===== src/rtl/cross_bar_slave_arbiter.sv =====
// Per-slave round-robin arbiter: grants one master for a whole transaction and
// releases on completion or when the slave stops responding for TIMEOUT_CYC cycles.
module cross_bar_slave_arbiter #(
    parameter int MASTER_N    = 4,
    parameter int MASTER_W    = 2,
    parameter int TIMEOUT_CYC = 256
) (
    input  logic                clk,
    input  logic                rst_n,
    input  logic [MASTER_N-1:0] m_req,
    input  logic [MASTER_N-1:0] m_cmd,
    input  logic                s_ack,
    input  logic                s_resp,
    output logic [MASTER_N-1:0] grant,
    output logic [MASTER_W:0]   grant_num,
    output logic                s_req,
    output logic                s_cmd,
    output logic [MASTER_N-1:0] m_ack,
    output logic [MASTER_N-1:0] m_resp,
    output logic                timeout
);

    localparam int TMR_W = $clog2(TIMEOUT_CYC);
    localparam logic [TMR_W-1:0]  TMR_LAST = TMR_W'(TIMEOUT_CYC - 1);
    localparam logic [MASTER_W:0] NO_GRANT = (MASTER_W+1)'(1) << MASTER_W;

    localparam logic [1:0] ST_IDLE      = 2'd0;
    localparam logic [1:0] ST_WAIT_ACK  = 2'd1;
    localparam logic [1:0] ST_WAIT_RESP = 2'd2;
    localparam logic [1:0] ST_RELEASE   = 2'd3;

    logic [1:0]          state_q, state_d;
    logic [MASTER_W-1:0] rr_ptr_q, rr_ptr_d;
    logic [MASTER_W-1:0] win_q, win_d;
    logic [MASTER_N-1:0] grant_q, grant_d;
    logic [MASTER_W:0]   grant_num_q, grant_num_d;
    logic                s_cmd_q, s_cmd_d;
    logic                timeout_q, timeout_d;
    logic [TMR_W-1:0]    timer_q, timer_d;

    logic                found;
    logic [MASTER_W-1:0] pick;
    logic [MASTER_W:0]   sum;
    logic                go_rel;

    // Round-robin search: first requester at or above rr_ptr, wrapping at MASTER_N.
    always_comb begin
        found = 1'b0;
        pick  = '0;
        sum   = '0;
        for (int i = 0; i < MASTER_N; i++) begin
            sum = {1'b0, rr_ptr_q} + (MASTER_W+1)'(i);
            if (sum >= (MASTER_W+1)'(MASTER_N)) begin
                sum = sum - (MASTER_W+1)'(MASTER_N);
            end
            if (!found && m_req[sum[MASTER_W-1:0]]) begin
                found = 1'b1;
                pick  = sum[MASTER_W-1:0];
            end
        end
    end

    always_comb begin
        state_d     = state_q;
        rr_ptr_d    = rr_ptr_q;
        win_d       = win_q;
        grant_d     = grant_q;
        grant_num_d = grant_num_q;
        s_cmd_d     = s_cmd_q;
        timer_d     = timer_q;
        timeout_d   = 1'b0;
        go_rel      = 1'b0;
        case (state_q)
            ST_IDLE: begin
                if (found) begin
                    state_d     = ST_WAIT_ACK;
                    win_d       = pick;
                    grant_d     = MASTER_N'(1) << pick;
                    grant_num_d = {1'b0, pick};
                    s_cmd_d     = m_cmd[pick];
                    timer_d     = '0;
                end
            end
            ST_WAIT_ACK: begin
                if (s_ack) begin
                    timer_d = '0;
                    if (s_cmd_q) begin
                        go_rel = 1'b1;
                    end else begin
                        state_d = ST_WAIT_RESP;
                    end
                end else if (timer_q == TMR_LAST) begin
                    timeout_d = 1'b1;
                    go_rel    = 1'b1;
                end else begin
                    timer_d = timer_q + 1'b1;
                end
            end
            ST_WAIT_RESP: begin
                if (s_resp) begin
                    go_rel = 1'b1;
                end else if (timer_q == TMR_LAST) begin
                    timeout_d = 1'b1;
                    go_rel    = 1'b1;
                end else begin
                    timer_d = timer_q + 1'b1;
                end
            end
            ST_RELEASE: begin
                state_d = ST_IDLE;
                if (win_q == MASTER_W'(MASTER_N - 1)) begin
                    rr_ptr_d = '0;
                end else begin
                    rr_ptr_d = win_q + 1'b1;
                end
            end
            default: state_d = ST_IDLE;
        endcase
        // Grant is dropped on entry to RELEASE so the release cycle shows no owner.
        if (go_rel) begin
            state_d     = ST_RELEASE;
            grant_d     = '0;
            grant_num_d = NO_GRANT;
        end
    end

    always_ff @(posedge clk) begin
        if (!rst_n) begin
            state_q     <= ST_IDLE;
            rr_ptr_q    <= '0;
            win_q       <= '0;
            grant_q     <= '0;
            grant_num_q <= NO_GRANT;
            s_cmd_q     <= 1'b0;
            timeout_q   <= 1'b0;
            timer_q     <= '0;
        end else begin
            state_q     <= state_d;
            rr_ptr_q    <= rr_ptr_d;
            win_q       <= win_d;
            grant_q     <= grant_d;
            grant_num_q <= grant_num_d;
            s_cmd_q     <= s_cmd_d;
            timeout_q   <= timeout_d;
            timer_q     <= timer_d;
        end
    end

    assign grant     = grant_q;
    assign grant_num = grant_num_q;
    assign s_req     = (state_q == ST_WAIT_ACK);
    assign s_cmd     = s_cmd_q;
    assign timeout   = timeout_q;
    // Slave handshakes are routed only while the matching wait state is active.
    assign m_ack     = (state_q == ST_WAIT_ACK  && s_ack)  ? grant_q : '0;
    assign m_resp    = (state_q == ST_WAIT_RESP && s_resp) ? grant_q : '0;

endmodule


===== config.mk =====
export PLATFORM = sky130hd
export DESIGN_NAME = cross_bar_slave_arbiter
export DESIGN_NICKNAME = d
export VERILOG_FILES = /design/src/rtl/cross_bar_slave_arbiter.sv
export SDC_FILE = /design/constraint.sdc
export NUM_CORES = 1
export LEC_CHECK = 0
export CORE_MARGIN = 1.5
export CORE_UTILIZATION = 48
export DETAILED_ROUTE_END_ITERATION = 16
export DONT_BUFFER_PORTS = 1
export PLACE_DENSITY = 0.63
export REMOVE_ABC_BUFFERS = 1
export SYNTH_ARGS = -nofsm -noshare
export SYNTH_HDL_FRONTEND = slang
export SYNTH_SLANG_ARGS = --single-unit

===== constraint.sdc =====
create_clock -name clk -period 2.3 [get_ports clk]
set_input_delay 0.115 -clock clk [delete_from_list [all_inputs] [get_ports clk]]
set_output_delay 0.115 -clock clk [all_outputs]
set_load 0.05 [all_outputs]

**Yosys cells after proc, flatten, opt, wreduce, memory -nomap -nowiden**

Index checks and enable logic that the tools add are counted.

- Register bits: 23
- Output and inout port bits: 18
- Word-level logic and storage cells: 96

- Add/sub/neg operators: 9
- Order comparisons: 9
- Eq/ne operators: 10
- Shift-type cells: 1
- Muxes and demuxes: 43
- Bitwise logic cells: 1
- Reductions and logical operators: 15

Operators by type and width:

| operator | count |
|---|---|
| 8-bit 2-to-1 mux | 4 |
| 2-bit 2-to-1 mux | 13 |
| 8-bit case mux with 3 select lines | 1 |
| 2-bit by 3-bit < comparator with 1-bit output (second input constant) | 5 |
| 1-bit 2-to-1 mux | 15 |
| 1-bit binary-select mux with 2-bit select | 5 |
| 3-bit greater-or-equal comparator (second input constant) | 3 |
| 8-bit by 1-bit adder with 8-bit output (second input constant) | 1 |
| 8-bit == test (second input constant) | 1 |
| 4-bit 2-to-1 mux | 2 |
| 2-bit by 1-bit subtractor with 2-bit output (second input constant) | 4 |
| 2-bit by 2-bit adder with 3-bit output (second input constant) | 2 |
| 2-bit == test (second input constant) | 3 |
| 3-bit by 2-bit != test with 1-bit output (second input constant) | 2 |
| 2-bit case mux with 3 select lines | 1 |
| 1-bit logical AND | 5 |
| 2-bit != test (second input constant) | 2 |
| 1-bit case mux with 2 select lines | 2 |
| 4-bit AND reduction | 1 |
| 4-bit nonzero test | 1 |
| 1-bit by 2-bit left shift with 4-bit output (first input constant) | 1 |
| 2-bit by 1-bit adder with 3-bit output (second input constant) | 1 |
| 2-bit by 3-bit greater-or-equal comparator with 1-bit output (second input constant) | 1 |
| 1-bit logical NOT | 3 |
| 9 further kinds | 9 |

**Depth between registers and ports, before layout**

Gate-level depths: netlist of the first run.

- Word-level depth: 17
- Mapped depth: 8

**Worst setup path before layout of the first run**

No wires, ideal clock.

- Kind: flip-flop to flip-flop
- Start: register state_q[1]
- End: register grant_q[1], in the netlist grant[1]
- Library setup time: 0.124 ns
- Arrival time: 1.717 ns
- Setup slack: 0.459 ns
- Cell stages (with the launch flop): 8
- Buffers on the path: 0
- Cell sequence: dfxtp_1 -> inv_1 -> ha_1 -> nor2b_1 -> o21ai_1 -> o21a_1 -> nand2_1 -> a21oi_1

- Cells in the longest elaborated chain, start to end: 3
- Elaborated cells on any way between the ends: 6

Ends and longest elaborated chain:

| element | RTL line | source |
|---|---|---|
| start: declaration | 32 | `logic [1:0] state_q, state_d;` |
| start signal: assignment | 138 | `state_q <= state_d;` |
| 2-bit by 1-bit == test with 1-bit output | n/a |  |
| named net s_req | 16 | `output logic s_req,` |
| 1-bit case mux with 2 select lines | 73 | `case (state_q)` |
| 2-bit OR reduction (no line) | n/a |  |
| end signal: assignment | 141 | `grant_q <= grant_d;` |
| end: declaration | 35 | `logic [MASTER_N-1:0] grant_q, grant_d;` |

The timed path passes the listed nets, and every way through them passes these cells.
A chain may end at the register's enable or synchronous reset.

**Final worst setup path of the first run**

- Start: register state_q[1]
- End: output m_ack[2]

- Cells in the longest elaborated chain, start to end: 3

Ends and longest elaborated chain:

| element | RTL line | source |
|---|---|---|
| 2-bit by 1-bit == test with 1-bit output | 155 | `assign m_ack = (state_q == ST_WAIT_ACK && s_ack) ? grant_q : '0;` |
| 1-bit logical AND | 155 |  |
| 4-bit 2-to-1 mux | 155 |  |
| end: declaration | 18 | `output logic [MASTER_N-1:0] m_ack,` |

No other way between the ends.

==> results of run 1 <==
cell usage after synthesis:
cell type  number  area, µm²
dfxtp_1        23        460
clkbuf_1        1       3.75
o21a_1          2       15.0
o22a_4          1       17.5
a221oi_2        2       30.0
nand3b_1        3       22.5
mux2i_1         4       40.0
inv_1           5       18.8
ha_1            6       75.1
and3_1          9       56.3
a311oi_1        1       8.76
o2bb2a_1        1       10.0
nand2b_1        4       25.0
or2_0           1       6.26
buf_4           1       7.51
nor4_1          1       6.26
nor4_2          1       12.5
a31oi_1         1       6.26
nand3_1         9       45.0
and4_1          2       17.5
or3_1           3       18.8
nand4_1         2       12.5
o22ai_1         1       6.26
nand2_2         1       6.26
nor3_1          1       5.00
and2_1          1       6.26
buf_2           1       5.00
a21oi_2         1       8.76
nor2b_1         5       31.3
a21o_1          2       15.0
xor2_1          4       35.0
nor3_2          1       10.0
o21ai_0         3       15.0
nand2_1        18       67.6
a21oi_1        15       75.1
o21ai_1         1       5.00
nor2_1         12       45.0
o221ai_1        1       8.76
sequential cells by signal (all words and copies together) (netlist names):
register   cells
grant          4
grant_num      3
rr_ptr_q       2
s_cmd          1
state_q        2
timeout        1
timer_q        8
win_q          2
critical path: stages (launching register included):
cell	delay, ps
dfxtp_1	370
inv_1	110
ha_1	190
buf_4	260
and3_1	520
cell families (layout without fill, tap and decap cells):
| family | count (synthesis) | count (layout) | share of synthesized area [%] |
|---|---|---|---|
| multiplexers | 4 | 4 | 3.17 |
| flip-flops | 23 | 23 | 36.5 |
| AO/OA/AOI/OAI | 32 | 32 | 17.6 |
| XOR/XNOR | 4 | 4 | 2.78 |
| buffers and inverters | 8 | 14 | 2.78 |
| adder cells (fa/ha/maj) | 6 | 6 | 5.95 |
| AND/OR/NAND/NOR | 74 | 74 | 31.2 |
how the worst max path moves through the flow:
stage                              end                    start  depth (start not counted)  slack, ps
2_1_floorplan    grant[1]$_SDFFE_PP0P_  state_q[1]$_SDFFE_PN0P_                          7        460
3_3_place_gp   timer_q[2]$_SDFFE_PN0P_  state_q[1]$_SDFFE_PN0P_                          8        590
3_5_place_dp   timer_q[6]$_SDFFE_PN0P_  state_q[0]$_SDFFE_PN0P_                          8        530
4_1_cts                       m_ack[2]  state_q[1]$_SDFFE_PN0P_                          4        440
5_1_grt        timer_q[6]$_SDFFE_PN0P_  state_q[0]$_SDFFE_PN0P_                          8        300
6_report                      m_ack[2]  state_q[1]$_SDFFE_PN0P_                          4        430
metal layers:
metal | routed length [µm] | vias to the layer above | track usage [%]
li1 | - | 557 | -
met1 | 1370 | 519 | 27.5
met2 | 1300 | 48 | 35.9
met3 | 203 | 5 | 4.37
met4 | 38 | 0 | 6.25
met5 | 0 | - | 0
final cells by class:
type	count	area, µm²	area share (%)
Multi-Input combinational cell	120	766	56.7
Sequential cell	23	460	34.1
Timing Repair Buffer	5	42.5	3.15
Tap cell	30	37.5	2.78
Clock buffer	4	26.3	1.94
Inverter	5	18.8	1.39
through the flow:
| step | cell area (µm²) | hold WS (ps) | util, % | setup WS [ps] | power (µW) |
|---|---|---|---|---|---|
| 2_1_floorplan | 1240 | 232 | - | 459 | 1000 |
| 3_3_place_gp | 1310 | 238 | 52.7 | 589 | 1130 |
| 3_5_place_dp | 1310 | 245 | 52.7 | 532 | 1150 |
| 4_1_cts | 1350 | 20.1 | 54.5 | 436 | 1340 |
| 5_1_grt | 1350 | 25.1 | 54.5 | 300 | 1420 |
| 6_report | 1350 | 16.7 | 54.5 | 429 | 1340 |
power groups by stage:
| stage | registers, µW | clock network [µW] | logic, µW |
|---|---|---|---|
| detailed placement | 590 | 0 | 559 |
| CTS | 581 | 191 | 566 |
| global route | 587 | 207 | 628 |
| floorplan | 599 | 0 | 405 |
| global placement | 587 | 0 | 543 |
| finish | 581 | 186 | 568 |
==> impl_results.html, run 1 <==
<table>
<tr><th>Metric</th><th>Value</th></tr>
<tr><th colspan="2">STA</th></tr>
<tr><td>Period Utilization, post-route</td><td>between 80% and 90%</td></tr>
<tr><td>Total of endpoints with negative setup slack in the final report</td><td>0</td></tr>
<tr><td>Setup repair after global routing missed its margin</td><td>false</td></tr>
<tr><td>Final setup TNS</td><td>0 ps</td></tr>
<tr><td>Headroom to the max-slew limit</td><td>about three fifths</td></tr>
<tr><td>Final worst clock skew</td><td>approximately 4.3 ps</td></tr>
<tr><td>Final critical-path required period</td><td>between 1500 and 2000 ps</td></tr>
<tr><td>Fmax</td><td>around 0.53 GHz</td></tr>
<tr><td>Slew at the pin closest to its max-slew limit</td><td>approximately 570 ps</td></tr>
<tr><td>Final hold viol count</td><td>0</td></tr>
<tr><td>Number of pins with negative max-slew slack in the final report</td><td>0</td></tr>
<tr><th colspan="2">Placement</th></tr>
<tr><td>Number of cells in the design after placement</td><td>about 180</td></tr>
<tr><td>Weighted congestion at the end of routability-driven global placement</td><td>0.826</td></tr>
<tr><td>Number of port buffers</td><td>0</td></tr>
<tr><td>Detailed Place HPWL</td><td>about 2200 µm</td></tr>
<tr><th colspan="2">Yosys</th></tr>
<tr><td>Number of storage elements in the synthesis netlist</td><td>23</td></tr>
<tr><td>Distinct cell type count of the synthesized netlist</td><td>38</td></tr>
<tr><td>Post-synthesis cell area</td><td>1260 µm²</td></tr>
<tr><td>Post-synthesis average cell area</td><td>~8.4 µm²</td></tr>
<tr><td>Warnings, synthesis</td><td>0</td></tr>
<tr><td>Sequential-to-total area share from yosys stat</td><td>between 30% and 40%</td></tr>
<tr><td>Mapped Cells</td><td>roughly 150</td></tr>
<tr><th colspan="2">Routing</th></tr>
<tr><td>Detail-routed net length per standard cell</td><td>roughly 16 µm</td></tr>
<tr><td>Initial DRC count</td><td>26</td></tr>
<tr><td>DRC violation count after routing</td><td>0</td></tr>
<tr><td>Final antenna-violating net count</td><td>0</td></tr>
<tr><td>Vias</td><td>roughly 1100</td></tr>
<tr><td>Detailed-router iteration count before antenna repair</td><td>4</td></tr>
<tr><td>Vias/cell</td><td>6.04</td></tr>
<tr><td>Routed wire length</td><td>just under 3000 µm</td></tr>
<tr><th colspan="2">Global routing</th></tr>
<tr><td>Antenna violations before repair</td><td>0</td></tr>
<tr><td>Total GRT Usage</td><td>about a fifth</td></tr>
<tr><td>Number of global-route vias before repair</td><td>slightly above 1000</td></tr>
<tr><td>First-pass GRT wire length</td><td>about 4500 µm</td></tr>
<tr><td>Maximum number of pins on one net before global-route repair</td><td>13</td></tr>
<tr><td>Total congestion overflow</td><td>0</td></tr>
<tr><th colspan="2">Floorplan</th></tr>
<tr><td>Placeable core region</td><td>2480 µm²</td></tr>
<tr><td>Number of placed I/O pins</td><td>30</td></tr>
<tr><td>Initial cell density of the core</td><td>approximately half</td></tr>
<tr><td>Total die area</td><td>a little under 3000 µm²</td></tr>
<tr><td>Row count</td><td>18</td></tr>
<tr><td>Vertical die dimension</td><td>~54 µm</td></tr>
<tr><td>Die Wd</td><td>~54 µm</td></tr>
<tr><th colspan="2">Run</th></tr>
<tr><td>Max-cap violations</td><td>0</td></tr>
<tr><th colspan="2">Setup path</th></tr>
<tr><td>Startpoint types</td><td>register</td></tr>
<tr><td>Data arrival, critical path</td><td>1760 ps</td></tr>
<tr><td>Critical Path Fanout Max</td><td>9</td></tr>
<tr><td>Startpoint of the lowest-slack register-to-register path</td><td>state_q[1]$_SDFFE_PN0P_</td></tr>
<tr><td>R2r worst-path depth</td><td>8</td></tr>
<tr><td>Internal reg-to-reg setup slack</td><td>approximately 500 ps</td></tr>
<tr><td>Required time of the critical path</td><td>2180 ps</td></tr>
<tr><td>Critical setup path kind</td><td>register to primary output</td></tr>
<tr><td>Critical Path End Type</td><td>primary output</td></tr>
<tr><td>Critical R2R Capture</td><td>timer_q[6]$_SDFFE_PN0P_</td></tr>
<tr><th colspan="2">Clocking</th></tr>
<tr><td>Insertion delay to the later sink of the worst-skew pair</td><td>between 300 and 400 ps</td></tr>
<tr><td># hold bufs at CTS</td><td>2</td></tr>
<tr><td>CTS H-tree depth</td><td>1</td></tr>
<tr><td>Cell at the root of the clock tree</td><td>clkbuf_4</td></tr>
<tr><td>Post-CTS setup buffer count</td><td>0</td></tr>
<tr><td>Clock buffers created by TritonCTS</td><td>3</td></tr>
<tr><td>Number of buffers between clock root and the deepest sink</td><td>2</td></tr>
<tr><td>CTS-repair resized insts</td><td>0</td></tr>
<tr><td>CTS tree</td><td>built</td></tr>
<tr><td>Count of clock tree sinks</td><td>23</td></tr>
<tr><td>Clock-pin slew reported for the worst setup and hold paths after clock tree synthesis</td><td>roughly 120 ps</td></tr>
<tr><th colspan="2">Layout</th></tr>
<tr><td>Number of diodes added for antenna fixing</td><td>0</td></tr>
<tr><td>Commonest non-fill, non-tap cells in the layout</td><td>23 x dfxtp_1, 18 x nand2_1, 15 x a21oi_1</td></tr>
<tr><td>Total of fill cells in the finished design</td><td>250</td></tr>
<tr><td>Ratio of cells with drive above 1 in the final layout</td><td>under 10%</td></tr>
<tr><td>Number of nets at the end of the flow</td><td>approximately 180</td></tr>
<tr><td>Layout area overhead</td><td>7.14%</td></tr>
<tr><td>Fin cells</td><td>187</td></tr>
<tr><td>Commonest non-fill, non-tap cell in the layout</td><td>dfxtp_1</td></tr>
<tr><th colspan="2">Hold path</th></tr>
<tr><td>Hold Path Stages</td><td>2</td></tr>
<tr><td>Hold Path End</td><td>s_cmd$_SDFFE_PN0P_</td></tr>
<tr><td>Hold_sp</td><td>m_cmd[1]</td></tr>
<tr><td>Min-Delay Path Class</td><td>primary input to register</td></tr>
<tr><th colspan="2">Outcome</th></tr>
<tr><td>Status</td><td>finished, final reports clean</td></tr>
<tr><th colspan="2">Power</th></tr>
<tr><td>Maximum ir drop on the vdd rail</td><td>between 0.0007 and 0.0008 V</td></tr>
<tr><td>Cell leakage power</td><td>about 0.00054 µW</td></tr>
<tr><td>Clock share of power</td><td>roughly 14%</td></tr>
<tr><td>Switching power total</td><td>619 µW</td></tr>
<tr><td>Relative contribution of sequential cells to total power</td><td>between 40% and 50%</td></tr>
<tr><td>Proportion of power drawn by combinational gates</td><td>between 40 and 50%</td></tr>
<tr><td>Power density cells</td><td>just under 1000 nW/µm²</td></tr>
<tr><td>Switching Fraction</td><td>approximately 46%</td></tr>
<tr><td>Power Internal</td><td>~720 µW</td></tr>
</table>
Power figures use the tool's default switching activity.
==> inputs of run 2 (changes only) <==
PLACE_DENSITY = 0.65   (was 0.63)
clock period = 1.7 ns   (was 2.3 ns; I/O delays follow)
==> run 2 against run 1 <==
Effect of this change:
- critical path depth is 1 higher
- die area stayed put
- design area is 23% higher
- sequential power is 27% higher
- utilization is 12 points higher
- largest cell class unchanged
- via count is 7.2% higher
- global-route usage is 0.32 points higher
- combinational power is 99% higher
- first-iteration DRC count is 19% higher
- critical endpoint unchanged
- highest routed layer unchanged
==> impl_results.html, run 2 (synthesized netlist as in run 1, its figures left out) <==
<table>
<tr><th>Metric</th><th>Value</th></tr>
<tr><th colspan="2">Clocking</th></tr>
<tr><td>Cell at the root of the clock tree</td><td>clkbuf_4</td></tr>
<tr><td>CTS H-tree depth</td><td>1</td></tr>
<tr><td>Insertion delay to the later sink of the worst-skew pair</td><td>about 330 ps</td></tr>
<tr><td>Clock-pin slew reported for the worst setup and hold paths after clock tree synthesis</td><td>approximately 150 ps</td></tr>
<tr><td>Count of clock tree sinks</td><td>23</td></tr>
<tr><td>Clock buffers created by TritonCTS</td><td>3</td></tr>
<tr><td>CTS tree</td><td>built</td></tr>
<tr><td>Number of buffers between clock root and the deepest sink</td><td>2</td></tr>
<tr><th colspan="2">Routing</th></tr>
<tr><td>Initial DRC count</td><td>31</td></tr>
<tr><td>Vias/cell</td><td>about 5.8</td></tr>
<tr><td>Detailed-router iteration count before antenna repair</td><td>4</td></tr>
<tr><td>Detail-routed net length per standard cell</td><td>15.0 µm</td></tr>
<tr><td>Vias</td><td>approximately 1200</td></tr>
<tr><td>Routed wire length</td><td>between 3000 and 4000 µm</td></tr>
<tr><td>DRC violation count after routing</td><td>0</td></tr>
<tr><td>Final antenna-violating net count</td><td>0</td></tr>
<tr><th colspan="2">Setup path</th></tr>
<tr><td>Startpoint types</td><td>register</td></tr>
<tr><td>R2r worst-path depth</td><td>7</td></tr>
<tr><td>Critical Path End Type</td><td>primary output</td></tr>
<tr><td>Critical Path Fanout Max</td><td>9</td></tr>
<tr><td>Ordered cell list for the critical path</td><td>buf_4 -&gt; ha_2 -&gt; buf_8 -&gt; and3_1 -&gt; buf_12</td></tr>
<tr><td>Required time of the critical path</td><td>about 1600 ps</td></tr>
<tr><td>Stage delay of the slowest cell on the critical path</td><td>between 300 and 400 ps</td></tr>
<tr><td>Max stage delay cell, worst path</td><td>dfxtp_2</td></tr>
<tr><td>Data arrival, critical path</td><td>between 1500 and 2000 ps</td></tr>
<tr><td>Internal reg-to-reg setup slack</td><td>approximately 70 ps</td></tr>
<tr><td>Launching element of the worst setup path</td><td>state_q[0]$_SDFFE_PN0P_</td></tr>
<tr><td>Critical R2R Capture</td><td>grant_num[2]$_SDFFE_PP1P_</td></tr>
<tr><td>Last element of the critical path</td><td>m_ack[2]</td></tr>
<tr><td>Critical setup path kind</td><td>register to primary output</td></tr>
<tr><td>Startpoint of the lowest-slack register-to-register path</td><td>state_q[0]$_SDFFE_PN0P_</td></tr>
<tr><th colspan="2">Layout</th></tr>
<tr><td>Layout area overhead</td><td>31.3%</td></tr>
<tr><td>Fin cells</td><td>208</td></tr>
<tr><td>Number of nets at the end of the flow</td><td>slightly below 200</td></tr>
<tr><td>Total of fill cells in the finished design</td><td>between 150 and 200</td></tr>
<tr><td>Number of diodes added for antenna fixing</td><td>0</td></tr>
<tr><td>Commonest non-fill, non-tap cells in the layout</td><td>22 x dfxtp_1, 17 x nand2_1, 15 x a21oi_1</td></tr>
<tr><td>Commonest non-fill, non-tap cell in the layout</td><td>dfxtp_1</td></tr>
<tr><td>Flip-flop count of the largest register after layout</td><td>8</td></tr>
<tr><td>Ratio of cells with drive above 1 in the final layout</td><td>between 20% and 30%</td></tr>
<tr><td>Register containing the most flip-flops in the final layout</td><td>timer_q</td></tr>
<tr><th colspan="2">STA</th></tr>
<tr><td>Final worst clock skew</td><td>17.8 ps</td></tr>
<tr><td>Final hold viol count</td><td>0</td></tr>
<tr><td>Total of endpoints with negative setup slack in the final report</td><td>0</td></tr>
<tr><td>Number of pins with negative max-slew slack in the final report</td><td>0</td></tr>
<tr><td>Smallest hold slack</td><td>0.137 ps</td></tr>
<tr><td>Headroom to the max-slew limit</td><td>slightly below 60%</td></tr>
<tr><td>Setup repair after global routing missed its margin</td><td>false</td></tr>
<tr><td>Slew at the pin closest to its max-slew limit</td><td>601 ps</td></tr>
<tr><td>Period Utilization, post-route</td><td>a little over nine tenths</td></tr>
<tr><td>Final critical-path required period</td><td>roughly 1700 ps</td></tr>
<tr><td>Fmax</td><td>0.604 GHz</td></tr>
<tr><th colspan="2">Global routing</th></tr>
<tr><td>First-pass GRT wire length</td><td>4640 µm</td></tr>
<tr><td>Maximum number of pins on one net before global-route repair</td><td>14</td></tr>
<tr><td>Total congestion overflow</td><td>0</td></tr>
<tr><td>Antenna violations before repair</td><td>0</td></tr>
<tr><td>Number of global-route vias before repair</td><td>about 1100</td></tr>
<tr><td>Total GRT Usage</td><td>approximately 22%</td></tr>
<tr><th colspan="2">Placement</th></tr>
<tr><td>Number of cells in the design after placement</td><td>192</td></tr>
<tr><td>Number of port buffers</td><td>0</td></tr>
<tr><td>Detailed Place HPWL</td><td>between 2000 and 2500 µm</td></tr>
<tr><td>Weighted congestion at the end of routability-driven global placement</td><td>0.808</td></tr>
<tr><th colspan="2">Floorplan</th></tr>
<tr><td>Initial cell density of the core</td><td>a little over 50%</td></tr>
<tr><td>Total die area</td><td>roughly 2900 µm²</td></tr>
<tr><td>Row count</td><td>18</td></tr>
<tr><td>Vertical die dimension</td><td>approximately 54 µm</td></tr>
<tr><td>Placeable core region</td><td>between 2000 and 2500 µm²</td></tr>
<tr><td>Number of placed I/O pins</td><td>30</td></tr>
<tr><td>Die Wd</td><td>54.3 µm</td></tr>
<tr><th colspan="2">Hold path</th></tr>
<tr><td>Min-Delay Path Class</td><td>primary input to register</td></tr>
<tr><td>Hold_sp</td><td>m_cmd[0]</td></tr>
<tr><th colspan="2">Power</th></tr>
<tr><td>Cell leakage power</td><td>0.000655 µW</td></tr>
<tr><td>Maximum ir drop on the vdd rail</td><td>a little under 0.0009 V</td></tr>
<tr><td>Power density cells</td><td>between 1000 and 1500 nW/µm²</td></tr>
<tr><th colspan="2">Outcome</th></tr>
<tr><td>Status</td><td>finished, final reports clean</td></tr>
<tr><th colspan="2">Run</th></tr>
<tr><td>Max-cap violations</td><td>0</td></tr>
</table>
[run 2: area by class of cell]
type	count	area [µm²]	area share [%]
multi-input cells	120	835	50.4
clock buffers	3	22.5	1.36
flip-flops and latches	23	462	27.9
inverters	5	18.8	1.13
well taps	30	37.5	2.27
repair buffers	26	277	16.7
clock inverters	1	5.00	0.302
[run 2: worst min path at each step]
| stage | slack, ps | end | depth (start not counted) |
|---|---|---|---|
| final | 0.1 | s_cmd$_SDFFE_PN0P_ | 2 |
| after global placement | 210 | state_q[0]$_SDFFE_PN0P_ | 1 |
| after floorplan | 200 | state_q[0]$_SDFFE_PN0P_ | 1 |
| after global routing | 30 | s_cmd$_SDFFE_PN0P_ | 2 |
| after detailed placement | 210 | state_q[0]$_SDFFE_PN0P_ | 1 |
| after CTS | 10 | grant[0]$_SDFFE_PP0P_ | 2 |
[run 2: power by group]
group          internal (µW)  switching [µW]  total [µW]
combinational            470             657        1130
sequential               621             117         738
clock                   88.3             181         270
total                   1180             956        2140
[run 2: layer usage]
layer,GRT usage (%),vias up,part of all wire [%]
met4,6.67,0,2.0
met2,33.3,58,43
met5,0,-,0
met1,30.0,545,45
li1,-,596,-
met3,5.19,11,9.5
[run 2: worst max-delay path: cells and delay by family (launching register included)]
family	cells	cell delay (ps)
buf+inv	3	440
flops	1	390
simple gates	1	220
fa+ha+maj	1	190
[run 2: metrics by stage]
stage / cell area (µm²) / total power (µW) / setup WS, ps / TNS [ps] / util (%)
3_5_place_dp: 1440 / 1630 / -14.7 / -26.5 / 58.0
4_1_cts: 1560 / 1920 / 0.195 / 0 / 62.8
2_1_floorplan: 1240 / 1360 / -141 / -1260 / -
5_1_grt: 1660 / 2260 / 2.98 / 0 / 66.9
6_report: 1660 / 2140 / 45.5 / 0 / 66.9
3_3_place_gp: 1440 / 1610 / 72.1 / 0 / 58.0
[run 2: timing repair]
| item | CTS | global route |
|---|---|---|
| endpoints found under the hold margin | 13 | 7 |
| setup endpoints to repair | 2 | 19 |
| setup buffers | 0 | 2 |
| gates resized for setup | 6 | 16 |
| pin swaps | 0 | 1 |
| gates cloned | 0 | 1 |
| hold buffers | 8 | 1 |
